$ cat config.mk
export PLATFORM = sky130hd
export DESIGN_NAME = div_issue_ctrl
export DESIGN_NICKNAME = d
export VERILOG_FILES = /design/src/rtl/div_ctrl_pkg.sv /design/src/rtl/div_resp_fifo.sv /design/src/rtl/div_issue_ctrl.sv
export SDC_FILE = /design/constraint.sdc
export NUM_CORES = 1
export LEC_CHECK = 0
export CORE_ASPECT_RATIO = 1.75
export CORE_MARGIN = 2
export CORE_UTILIZATION = 45
export CTS_CLUSTER_SIZE = 28
export DETAILED_ROUTE_END_ITERATION = 8
export HOLD_SLACK_MARGIN = 0.08
export PLACE_DENSITY_LB_ADDON = 0.12
export SETUP_SLACK_MARGIN = 0.05
export SLEW_MARGIN = 20
export SYNTH_ARGS = -nofsm -noshare
export SYNTH_HDL_FRONTEND = slang
export SYNTH_SLANG_ARGS = --single-unit
$ cat constraint.sdc
create_clock -name clock -period 2.3 [get_ports clock]
set_input_delay 0.46 -clock clock [delete_from_list [all_inputs] [get_ports clock]]
set_output_delay 0.46 -clock clock [all_outputs]
set_load 0.05 [all_outputs]
$ cat src/rtl/div_ctrl_pkg.sv
// Shared types and default widths for the divider issue controller.
//
// Contents:
//   *_DEF      default widths, latency and FIFO depth
//   div_req_t  one divide request {dividend, divisor}
//   div_tag_t  sideband travelling next to the divider {valid, id, dbz}
//   div_resp_t one buffered result {id, dbz, quotient, remainder}
//
// The structs are sized at the default widths. div_issue_ctrl builds its own
// copies at its actual parameter values so that it can be re-parameterised.
package div_ctrl_pkg;

    localparam int unsigned DIVIDENDLEN_DEF = 16;
    localparam int unsigned DIVISORLEN_DEF  = 8;
    localparam int unsigned PIPE_LAT_DEF    = 16;
    localparam int unsigned FIFO_DEPTH_DEF  = 4;

    typedef struct packed {
        logic [DIVIDENDLEN_DEF-1:0] dividend;
        logic [DIVISORLEN_DEF-1:0]  divisor;
    } div_req_t;

    typedef struct packed {
        logic valid;
        logic id;
        logic dbz;
    } div_tag_t;

    typedef struct packed {
        logic                       id;
        logic                       dbz;
        logic [DIVIDENDLEN_DEF-1:0] quotient;
        logic [DIVISORLEN_DEF-1:0]  remainder;
    } div_resp_t;

endpackage

$ cat src/rtl/div_resp_fifo.sv
// Response FIFO sitting behind the divider.
//
// Parameters:
//   DEPTH    number of entries, power of two and >= 2
//   entry_t  stored type (defaults to div_resp_t)
//
// Ports:
//   clock, reset    rising-edge clock, synchronous active-high reset
//   push/push_data  write one entry
//   pop             drop the head entry
//   pop_data        head entry (held in a register, zero after reset)
//   empty/full      occupancy flags
//
// Push and pop may coincide at any occupancy. Pointers wrap naturally because
// DEPTH is a power of two.
module div_resp_fifo
    import div_ctrl_pkg::*;
#(
    parameter int unsigned DEPTH   = FIFO_DEPTH_DEF,
    parameter type         entry_t = div_resp_t
) (
    input  logic   clock,
    input  logic   reset,
    input  logic   push,
    input  entry_t push_data,
    input  logic   pop,
    output entry_t pop_data,
    output logic   empty,
    output logic   full
);

    localparam int unsigned PW = $clog2(DEPTH);
    localparam int unsigned CW = $clog2(DEPTH + 1);

    entry_t        mem_q [DEPTH];
    logic [PW-1:0] wr_ptr_q;
    logic [PW-1:0] rd_ptr_q;
    logic [CW-1:0] count_q;

    always_ff @(posedge clock) begin
        if (reset) begin
            mem_q    <= '{default: '0};
            wr_ptr_q <= '0;
            rd_ptr_q <= '0;
            count_q  <= '0;
        end else begin
            if (push) begin
                mem_q[wr_ptr_q] <= push_data;
                wr_ptr_q        <= wr_ptr_q + PW'(1);
            end
            if (pop) begin
                rd_ptr_q <= rd_ptr_q + PW'(1);
            end
            if (push && !pop) begin
                count_q <= count_q + CW'(1);
            end else if (pop && !push) begin
                count_q <= count_q - CW'(1);
            end
        end
    end

    assign pop_data = mem_q[rd_ptr_q];
    assign empty    = (count_q == '0);
    assign full     = (count_q == CW'(DEPTH));

endmodule

$ cat src/rtl/div_issue_ctrl.sv
// Issue controller and round-robin arbiter in front of a fixed-latency,
// non-stallable pipelined divider shared by two requesters.
//
// Ports:
//   clock, reset                  rising-edge clock, synchronous active-high reset
//   reqN_valid/ready              request handshake for requester N (0, 1)
//   reqN_dividend/divisor         operands, held stable until accepted
//   div_dividend/divisor          operands into divider stage 0 (zero when idle)
//   div_quotient/remainder        divider final-stage result
//   resp_valid/ready              response handshake (FIFO head)
//   resp_id/dbz/quotient/remainder head entry contents
//   stat_issued/completed/dbz     16-bit wrapping counters, present only when
//                                 DIVCTRL_STATS_EN is defined
//
// Requester ID and divide-by-zero travel in a sideband shift register matched
// to the divider latency. Credits equal the FIFO depth, so a result leaving the
// divider always finds a free FIFO slot.
module div_issue_ctrl
    import div_ctrl_pkg::*;
#(
    parameter int unsigned DIVIDENDLEN = DIVIDENDLEN_DEF,
    parameter int unsigned DIVISORLEN  = DIVISORLEN_DEF,
    parameter int unsigned PIPE_LAT    = PIPE_LAT_DEF,
    parameter int unsigned FIFO_DEPTH  = FIFO_DEPTH_DEF
) (
    input  logic                   clock,
    input  logic                   reset,
    input  logic                   req0_valid,
    output logic                   req0_ready,
    input  logic [DIVIDENDLEN-1:0] req0_dividend,
    input  logic [DIVISORLEN-1:0]  req0_divisor,
    input  logic                   req1_valid,
    output logic                   req1_ready,
    input  logic [DIVIDENDLEN-1:0] req1_dividend,
    input  logic [DIVISORLEN-1:0]  req1_divisor,
    output logic [DIVIDENDLEN-1:0] div_dividend,
    output logic [DIVISORLEN-1:0]  div_divisor,
    input  logic [DIVIDENDLEN-1:0] div_quotient,
    input  logic [DIVISORLEN-1:0]  div_remainder,
    output logic                   resp_valid,
    input  logic                   resp_ready,
    output logic                   resp_id,
    output logic                   resp_dbz,
    output logic [DIVIDENDLEN-1:0] resp_quotient,
    output logic [DIVISORLEN-1:0]  resp_remainder
`ifdef DIVCTRL_STATS_EN
    ,
    output logic [15:0]            stat_issued,
    output logic [15:0]            stat_completed,
    output logic [15:0]            stat_dbz
`endif
);

    localparam int unsigned CRW = $clog2(FIFO_DEPTH + 1);

    typedef struct packed {
        logic                   id;
        logic                   dbz;
        logic [DIVIDENDLEN-1:0] quotient;
        logic [DIVISORLEN-1:0]  remainder;
    } resp_t;

    logic [CRW-1:0] credits_q;
    logic [CRW-1:0] credits_d;
    logic           last_gnt_q;   // requester granted on the most recent issue
    div_tag_t       tag_q [PIPE_LAT];

    logic  gnt0;
    logic  gnt1;
    logic  issue;
    logic  issue_dbz;
    logic  pop;
    logic  push;
    logic  fifo_empty;
    logic  fifo_full;
    resp_t push_data;
    resp_t head;

    // Arbitration: a lone requester wins; on contention the one not granted last.
    always_comb begin
        gnt0 = 1'b0;
        gnt1 = 1'b0;
        if (credits_q != '0) begin
            if (req0_valid && req1_valid) begin
                gnt0 = last_gnt_q;
                gnt1 = ~last_gnt_q;
            end else begin
                gnt0 = req0_valid;
                gnt1 = req1_valid;
            end
        end
    end

    assign issue      = gnt0 | gnt1;
    assign req0_ready = gnt0;
    assign req1_ready = gnt1;

    always_comb begin
        div_dividend = '0;
        div_divisor  = '0;
        if (gnt0) begin
            div_dividend = req0_dividend;
            div_divisor  = req0_divisor;
        end else if (gnt1) begin
            div_dividend = req1_dividend;
            div_divisor  = req1_divisor;
        end
    end

    // Zero divisors still go down the pipe; their result is replaced at the tail.
    assign issue_dbz = issue && (div_divisor == '0);

    always_comb begin
        credits_d = credits_q;
        if (issue && !pop) begin
            credits_d = credits_q - CRW'(1);
        end else if (pop && !issue) begin
            credits_d = credits_q + CRW'(1);
        end
    end

    always_ff @(posedge clock) begin
        if (reset) begin
            tag_q      <= '{default: '0};
            last_gnt_q <= 1'b1;
            credits_q  <= CRW'(FIFO_DEPTH);
        end else begin
            tag_q[0] <= '{valid: issue, id: gnt1, dbz: issue_dbz};
            for (int i = 1; i < int'(PIPE_LAT); i++) begin
                tag_q[i] <= tag_q[i-1];
            end
            if (issue) begin
                last_gnt_q <= gnt1;
            end
            credits_q <= credits_d;
        end
    end

    // Tail: merge the sideband with the divider result.
    assign push = tag_q[PIPE_LAT-1].valid;

    always_comb begin
        push_data.id        = tag_q[PIPE_LAT-1].id;
        push_data.dbz       = tag_q[PIPE_LAT-1].dbz;
        push_data.quotient  = div_quotient;
        push_data.remainder = div_remainder;
        if (tag_q[PIPE_LAT-1].dbz) begin
            push_data.quotient  = '1;
            push_data.remainder = '0;
        end
    end

    div_resp_fifo #(
        .DEPTH   (FIFO_DEPTH),
        .entry_t (resp_t)
    ) u_resp_fifo (
        .clock     (clock),
        .reset     (reset),
        .push      (push),
        .push_data (push_data),
        .pop       (pop),
        .pop_data  (head),
        .empty     (fifo_empty),
        .full      (fifo_full)
    );

    assign resp_valid     = ~fifo_empty;
    assign pop            = resp_valid & resp_ready;
    assign resp_id        = head.id;
    assign resp_dbz       = head.dbz;
    assign resp_quotient  = head.quotient;
    assign resp_remainder = head.remainder;

    // Credit accounting must make this impossible.
    push_never_full : assert property (@(posedge clock) disable iff (reset)
        !(push && fifo_full));

`ifdef DIVCTRL_STATS_EN
    logic [15:0] stat_issued_q;
    logic [15:0] stat_completed_q;
    logic [15:0] stat_dbz_q;

    always_ff @(posedge clock) begin
        if (reset) begin
            stat_issued_q    <= '0;
            stat_completed_q <= '0;
            stat_dbz_q       <= '0;
        end else begin
            if (issue) begin
                stat_issued_q <= stat_issued_q + 16'd1;
            end
            if (pop) begin
                stat_completed_q <= stat_completed_q + 16'd1;
            end
            if (pop && head.dbz) begin
                stat_dbz_q <= stat_dbz_q + 16'd1;
            end
        end
    end

    assign stat_issued    = stat_issued_q;
    assign stat_completed = stat_completed_q;
    assign stat_dbz       = stat_dbz_q;
`endif

endmodule
# Word level (Yosys, flattened, before mapping)
# Index checks and enable logic that the tools add are counted.
[totals]
reg_bits = 163
input_bits = 77
out_inout_bits = 53
elab_cells = 118
[classes]
add_sub_neg = 6
magnitude_cmp = 3
muxes = 19
n_bitwise = 6
reduce_logical = 15
[ops]
columns = ["op", "n"]
rows = [
  ["104-bit bitwise mux", 1],
  ["26-bit two-way mux", 3],
  ["26-bit binary-select mux with 2-bit select", 1],
  ["26-bit demux with 2-bit select", 1],
  ["16-bit two-way mux", 2],
  ["24-bit two-way mux", 1],
  ["8-bit two-way mux", 2],
  ["3-bit two-way mux", 4],
  ["8-bit logical NOT", 1],
  ["1-bit logical AND", 7],
  ["3-bit by 1-bit adder with 3-bit output, second input constant", 2],
  ["3-bit greater-or-equal comparator, second input constant", 2],
  ["2-bit NOT with 3-bit output", 2],
  ["3-bit by 1-bit subtractor with 3-bit output, second input constant", 2],
  ["2-bit by 1-bit adder with 2-bit output, second input constant", 2],
  ["1-bit two-way mux", 4],
  ["2-bit nonzero test", 2],
  ["1-bit logical NOT", 3],
  ["3-bit logical NOT", 1],
  ["3-bit by 1-bit less-than comparator with 1-bit output, second input constant", 1],
  ["3-bit nonzero test", 1],
  ["1-bit NOT", 2],
  ["1-bit bitwise AND", 1],
  ["1-bit OR", 1],
]

# Logic depth before layout (Yosys ltp)
# Gate-level depths: netlist of run 1.
[logic_depth]
word_depth = 8
depth_mapped = 8
ltp_nobuf = 8

# Modules after synthesis
# A second synthesis of run 1 with hierarchy kept.
[unflattened]
hier_cells = 718
area_unflattened_um2 = 6648.9
[modules_own_cells]
columns = ["module", "instances", "cells_per_inst", "area_per_inst_um2"]
rows = [
  ["div_resp_fifo", 1, 525, 4678.2],
  ["div_issue_ctrl", 1, 193, 1970.6],
]

# Worst setup path after synthesis of run 1
# No wires, ideal clock.
[synth_timing]
kind = "reg-to-reg"
startpoint = "register u_resp_fifo.count_q[0]"
endpoint = "register credits_q[2]"
setup_time_ns = 0.132
t_arrival_ns = 2.434
path_slack_ns = -0.267
path_stages_with_launch = 9
path_cell_list = "dfxtp_1 > or3_1 > nand2_1 > ha_1 > inv_1 > fa_1 > xor2_1 > o21ai_0 > or3b_2"
[synth_between]
elab_chain_len = 6
[synth_lines]
columns = ["item", "line_no", "source"]
rows = [
  ["start: declaration", "div_resp_fifo.sv:38", "logic [CW-1:0] count_q;"],
  ["start signal: assignment", "div_resp_fifo.sv:55", "count_q <= count_q + CW'(1);"],
  ["start signal: assignment", "div_resp_fifo.sv:57", "count_q <= count_q - CW'(1);"],
  ["3-bit logical NOT *", "div_resp_fifo.sv:63", "assign empty = (count_q == '0);"],
  ["1-bit NOT *", "div_issue_ctrl.sv:167", "assign resp_valid = ~fifo_empty;"],
  ["via resp_valid", "div_issue_ctrl.sv:40", "output logic resp_valid,"],
  ["1-bit bitwise AND *", "div_issue_ctrl.sv:168", "assign pop = resp_valid & resp_ready;"],
  ["1-bit logical NOT", "div_issue_ctrl.sv:115", "if (issue && !pop) begin"],
  ["1-bit logical AND", "div_issue_ctrl.sv:115", ""],
  ["3-bit two-way mux / 2-bit nonzero test (equally long branches)", "-", ""],
  ["end signal: assignment", "div_issue_ctrl.sv:126", "credits_q <= CRW'(FIFO_DEPTH);"],
  ["end signal: assignment", "div_issue_ctrl.sv:135", "credits_q <= credits_d;"],
  ["end: declaration", "div_issue_ctrl.sv:63", "logic [CRW-1:0] credits_q;"],
]
# Mark *: on every way through the listed nets, which the timed path passes. The rest lies on a longest branch.
# A chain may end at the register's enable or synchronous reset.

# Worst setup path after layout of run 1
[layout_timing]
startpoint = "register credits_q[2]"
endpoint = "output port div_dividend[0]"
[layout_between]
elab_chain_len = 4
[layout_lines]
columns = ["item", "line_no", "source"]
rows = [
  ["3-bit nonzero test *", "div_issue_ctrl.sv:83", "if (credits_q != '0) begin"],
  ["1-bit two-way mux", "div_issue_ctrl.sv:83", ""],
  ["16-bit two-way mux", "div_issue_ctrl.sv:104", "end else if (gnt1) begin"],
  ["16-bit two-way mux *", "div_issue_ctrl.sv:101", "if (gnt0) begin"],
  ["end: declaration", "div_issue_ctrl.sv:36", "output logic [DIVIDENDLEN-1:0] div_dividend,"],
]
# Every way passes the cells marked *; elsewhere a longest branch is shown, timed or not.

==> flow_summary.yaml, run 1 <==
status:
  status: "complete, but fails checks"
  violations: "negative setup slack"
layout:
  antenna_cells: 0
  final_util_pct: 63.9
  stdcell_count: 964
  drive_above_1_share_pct: 21.2
  filler_cell_count: 1136
  area_delta_synth_final_pct: 39.0
  nNetsFinal: 860
  regArea_mm2: 0.00327
  multiInputGateArea_mm2: 0.00297
  fin_area_mm2: 0.00885
floorplan:
  boundaryPins: 130
  start_util_pct: 46.0
  placementRows: 57
  floorplan.die.height_um: 161
  coreArea_mm2: 0.0138
  die_area_mm2: 0.0152
  die-width_um: 93.9
clocking:
  clock_latency_ps: 420
  cts_buffer_depth: 2
  cts_hold_buffers: 0
  cts_tree: "done"
  cts_sinks: 163
  path_clk_slew_ps: 60
  root_buffer: "clkbuf_16"
  htreeDepth: 4
  cts_buffers: 17
route:
  drtIter0Drc: 177
  antenna_left: 0
  wl_per_cell_um: 16.2
  routed_wl_mm: 15.6
  dr.pass1.iters: 4
  drc: 0
  num_vias: 5090
  viasPerCell: 5.28
logic_synthesis:
  syn_inst: 652
  synth_fp_nets: 737
  avgSynthCellArea_um2: 9.76
  yosys.cell_types.count: 31
  seq_area_frac_synth_pct: 51.3
  ys_warn_count: 0
  post_synth_instance_area_mm2: 0.00637
  synth-seq-cells: 163
global_route:
  grt_pass1_vias: 5145
  grt_usage_pct: 21.4
  antenna_found_initial: 0
  grt_max_degree: 56
  overflow: 0
  grt_pass1_wl_mm: 25.3
setup_path:
  start_kind: "flip-flop"
  cp_max_fo: 22
  required_ps: 1840
  cp-end-kind: "primary output"
  arrival_ps: 1930
  worstSetupPathType: "flip-flop to primary output"
sta:
  hold_viol: 0
  worstMarginPinSlew_ps: 540
  setup_viol: 24
  finalCritPeriodShare_pct: 104
  fin_skew_ps: 20.2
  relSlewSlack_pct: 64.0
  clock.fmax_mhz: 419
  min_period_ps: 2390
  rsz0062_at_grt: "true"
  final.setup.worst_slack_ps: -85.6
  maxSlewViolCount: 0
placed_design:
  dpl_worst_slack_ps: -352
  place_congestion: 0.782
  placed_cell_area_mm2: 0.00809
  portBuffers: 129
  dp_cells: 928
  place_hpwl_mm: 10.7
pwr:
  vdd_drop_max_mv: 0.576
  cellPowerDensity_mw_per_mm2: 838
  p_leak_nw: 3.22
flow_run:
  max_cap_violations: 0
min_path:
  hold_class: "flip-flop to flip-flop"
synthesized netlist by cell type (all sizes together):
master   number  area [um2]
a2111oi       1        27.5
a211oi       64         480
a21oi        42         210
a221o         1        10.0
a22o         24         210
and2          4        25.0
and3b         1        8.76
buf           8        46.3
clkbuf       45         169
dfxtp       163        3260
fa            2        40.0
ha            6        75.1
inv           8        30.0
mux2i         2        20.0
mux4         26         586
nand2        88         330
nand3         2        10.0
nor2         92         345
nor2b        54         338
nor3          2        10.0
nor4          1        6.26
o21ai         3        15.0
o32ai         1        8.76
or3           3        23.8
or3b          1        8.76
or4           1        7.51
xnor2         1        8.76
xor2          6        52.6
registers in the layout (all words and copies together) (netlist names):
| signal | flops |
|---|---|
| push_data | 2 |
| push | 1 |
| u_resp_fifo.count_q | 3 |
| u_resp_fifo.mem_q | 104 |
| u_resp_fifo.wr_ptr_q | 2 |
| last_gnt_q | 1 |
| credits_q | 3 |
| u_resp_fifo.rd_ptr_q | 2 |
| tag_q | 45 |
logic make-up after synthesis:
kind of cell	after synthesis	synth area share [%]
adders and majority gates	8	1.81
muxes	28	9.51
buffers and inverters	61	3.85
and+or+nand+nor	249	17.5
AOI/OAI and AO/OA	136	15.1
DFF	163	51.3
xor gates and xnor gates	7	0.963
layout make-up:
cell class	count	share of cell area (%)
timing repair buffer	157	20.1
clock buffer	17	4.81
sequential	163	36.9
inverter	8	0.396
clock inverter	14	1.67
tap	177	2.50
multi-input combinational	428	33.6
repair_timing:
item	in CTS	in global routing
cloned	0	0
pin swaps	2	3
setup buffers	4	1
gates resized for setup	24	11
setup endpoints to repair	45	35
worst paths after layout:
| check | endpoint | slack, ps | cells after the start | startpoint |
|---|---|---|---|---|
| setup / recovery | div_dividend[0] | -90 | 5 | credits_q[2] |
| hold / removal | push_data[25] | 440 | 1 | tag_q[4] |
| hold reg to reg | push_data[25] | 440 | 1 | tag_q[4] |
| setup reg to reg | u_resp_fifo.count_q[2] | 130 | 9 | u_resp_fifo.count_q[0] |
critical path, cell delays in order, from the launching register on:
cell and delay (ps):
dfxtp_2 320, or3_4 390, and3b_2 240, buf_12 160, a22o_4 230, buf_12 150
placed cells by master (no fill, tap or decap), drive strengths merged, types with 2 or more instances in the layout:
cell	count
nor3	2
a21oi	42
or3	3
buf	81
mux4	26
nand2	88
nand3	2
clkdlybuf4s50	74
clkinv	4
fa	2
and2	4
a211oi	64
xor2	6
nor2	92
o21ai	3
mux2i	2
inv	16
a22o	24
nor2b	54
dfxtp	163
clkbuf	17
dlygate4sd2	2
ha	6
through the flow:
stage / power (mW) / setup TNS [ps] / hold WS, ps
finish: 7.41 / -1680 / 438
global route: 7.71 / -3310 / 448
CTS: 7.44 / -2030 / 438
detailed placement: 4.62 / -2410 / 422
global placement: 4.60 / -1220 / 421
floorplan: 3.84 / -76.5 / 414
layer usage:
metal / vias to the layer above / track usage [%] / part of all wire [%]
li1: 2510 / - / -
met1: 2426 / 23.2 / 37
met2: 127 / 38.3 / 55
met3: 27 / 5.97 / 4.7
met4: 0 / 8.70 / 2.5
met5: - / 0 / 0
report_power, final:
| group | total (mW) | switching [mW] | internal [mW] | leakage [nW] |
|---|---|---|---|---|
| logic | 1.77 | 0.894 | 0.878 | 1.62 |
| registers | 2.91 | 0.0326 | 2.88 | 1.32 |
| clock network | 2.73 | 1.20 | 1.53 | 0.282 |
Note: power is estimated with default switching activity, not from simulation.
==> run 2: changes to the inputs <==
- CAP_MARGIN: not set -> 25
- CORE_MARGIN: 2 -> 1
==> flow_summary.yaml, run 2 (same netlist as run 1, synthesis figures left out) <==
sta:
  tns_ps: -2700
  rsz0062_at_grt: "true"
  fin_skew_ps: 22.7
  relSlewSlack_pct: 65.5
  whs_ps: 431
  worstMarginPinSlew_ps: 517
  final.setup.worst_slack_ps: -127
  min_period_ps: 2430
  finalCritPeriodShare_pct: 106
  hold_viol: 0
  clock.fmax_mhz: 412
  setup_viol: 25
  maxSlewViolCount: 0
setup_path:
  cp-end-kind: "primary output"
  required_ps: 1840
  start_kind: "flip-flop"
  arrival_ps: 1970
  cp_max_fo: 13
  worstSetupPathType: "flip-flop to primary output"
status:
  violations: "negative setup slack"
  status: "complete, but fails checks"
global_route:
  grt_pass1_wl_mm: 25.2
  grt_usage_pct: 21.9
  grt_pass1_vias: 5211
  antenna_found_initial: 0
  grt_max_degree: 129
  overflow: 0
route:
  num_vias: 5083
  routed_wl_mm: 15.8
  viasPerCell: 5.29
  antenna_left: 0
  wl_per_cell_um: 16.5
  drc: 0
  drtIter0Drc: 264
  dr.pass1.iters: 4
clocking:
  cts_sinks: 163
  htreeDepth: 4
  root_buffer: "clkbuf_16"
  cts_buffer_depth: 2
  cts_tree: "done"
  clock_latency_ps: 420
  cts_buffers: 17
  path_clk_slew_ps: 60
pwr:
  vdd_drop_max_mv: 0.480
  cellPowerDensity_mw_per_mm2: 846
  p_leak_nw: 3.21
  p_total_mw: 7.50
min_path:
  hold_class: "primary input to flip-flop"
layout:
  regMostFlops: "u_resp_fifo.mem_q"
  nNetsFinal: 857
  multiInputGateArea_mm2: 0.00295
  final_util_pct: 64.1
  area_delta_synth_final_pct: 39.2
  final_cell_mix: "dfxtp_1 (158), nor2_1 (92), nand2_1 (87), clkdlybuf4s50_1 (75), a211oi_1 (64)"
  mostFrequentLayoutCell: "dfxtp_1"
  regArea_mm2: 0.00327
  antenna_cells: 0
  stdcell_count: 960
  drive_above_1_share_pct: 20.4
  filler_cell_count: 1131
  largestRegisters: "u_resp_fifo.mem_q (104), tag_q (45)"
  largest_register_ffs: 104
  fin_area_mm2: 0.00886
placed_design:
  placed_cell_area_mm2: 0.00808
  dp_cells: 925
  dpl_worst_slack_ps: -322
  portBuffers: 129
  place_hpwl_mm: 10.5
  place_congestion: 0.793
floorplan:
  boundaryPins: 130
  placementRows: 57
  die-width_um: 91.9
  start_util_pct: 46.0
  coreArea_mm2: 0.0138
  die_area_mm2: 0.0146
  floorplan.die.height_um: 159
flow_run:
  max_cap_violations: 0
-- run 2: cell types whose count changed in the layout (fill, tap and decap cells not counted), sizes merged --
cell | previous run | this run
buf | 81 | 76
inv | 16 | 12
bufinv | 1 | 3
clkinvlp | 1 | 3
bufbuf | 0 | 1
clkbuf | 17 | 18
clkdlybuf4s50 | 74 | 75
clkinv | 4 | 3
dlygate4sd2 | 2 | 1
-- run 2: cell type report --
class	count	share of cell area, %
repair buffers	154	20.1
well taps	177	2.50
clock inverters	13	1.99
inverters	8	0.395
multi-input cells	428	33.3
clock buffers	17	4.80
flip-flops and latches	163	36.9
-- run 2: path summary, 6_finish.rpt --
kind                               start              end  slack, ps  cells after the start
setup / recovery            credits_q[2]  div_dividend[0]       -130                      5
hold / removal                     reset     credits_q[0]        430                      2
setup reg to reg  u_resp_fifo.count_q[2]     credits_q[2]         40                      8
hold reg to reg                tag_q[27]        tag_q[24]        440                      1
-- run 2: power by group --
group / leakage, nW / internal (mW) / total (mW) / switching (mW)
logic: 1.61 / 0.852 / 1.73 / 0.883
registers: 1.32 / 2.88 / 2.92 / 0.0393
clock network: 0.284 / 1.72 / 2.84 / 1.13
-- run 2: critical path, stage by stage (launching register included) --
cell and delay, ps:
dfxtp_2 330, or3_4 400, and3b_2 250, clkbuf_16 180, a22o_4 230, buf_12 140
-- run 2: repair_timing --
action	4_1_cts	5_1_grt
cloned	1	1
buffers inserted	1	2
resized for setup	12	11
hold buffers	0	0
pin swaps	0	1
endpoints found under the setup margin	40	26
-- run 2: layer usage --
metal  up-vias  track usage, %  wire (um)
li1       2496               -          -
met1      2438            23.8       6070
met2       123            40.3       8760
met3        26            5.30        614
met4         0            8.24        374
met5         -               0          0
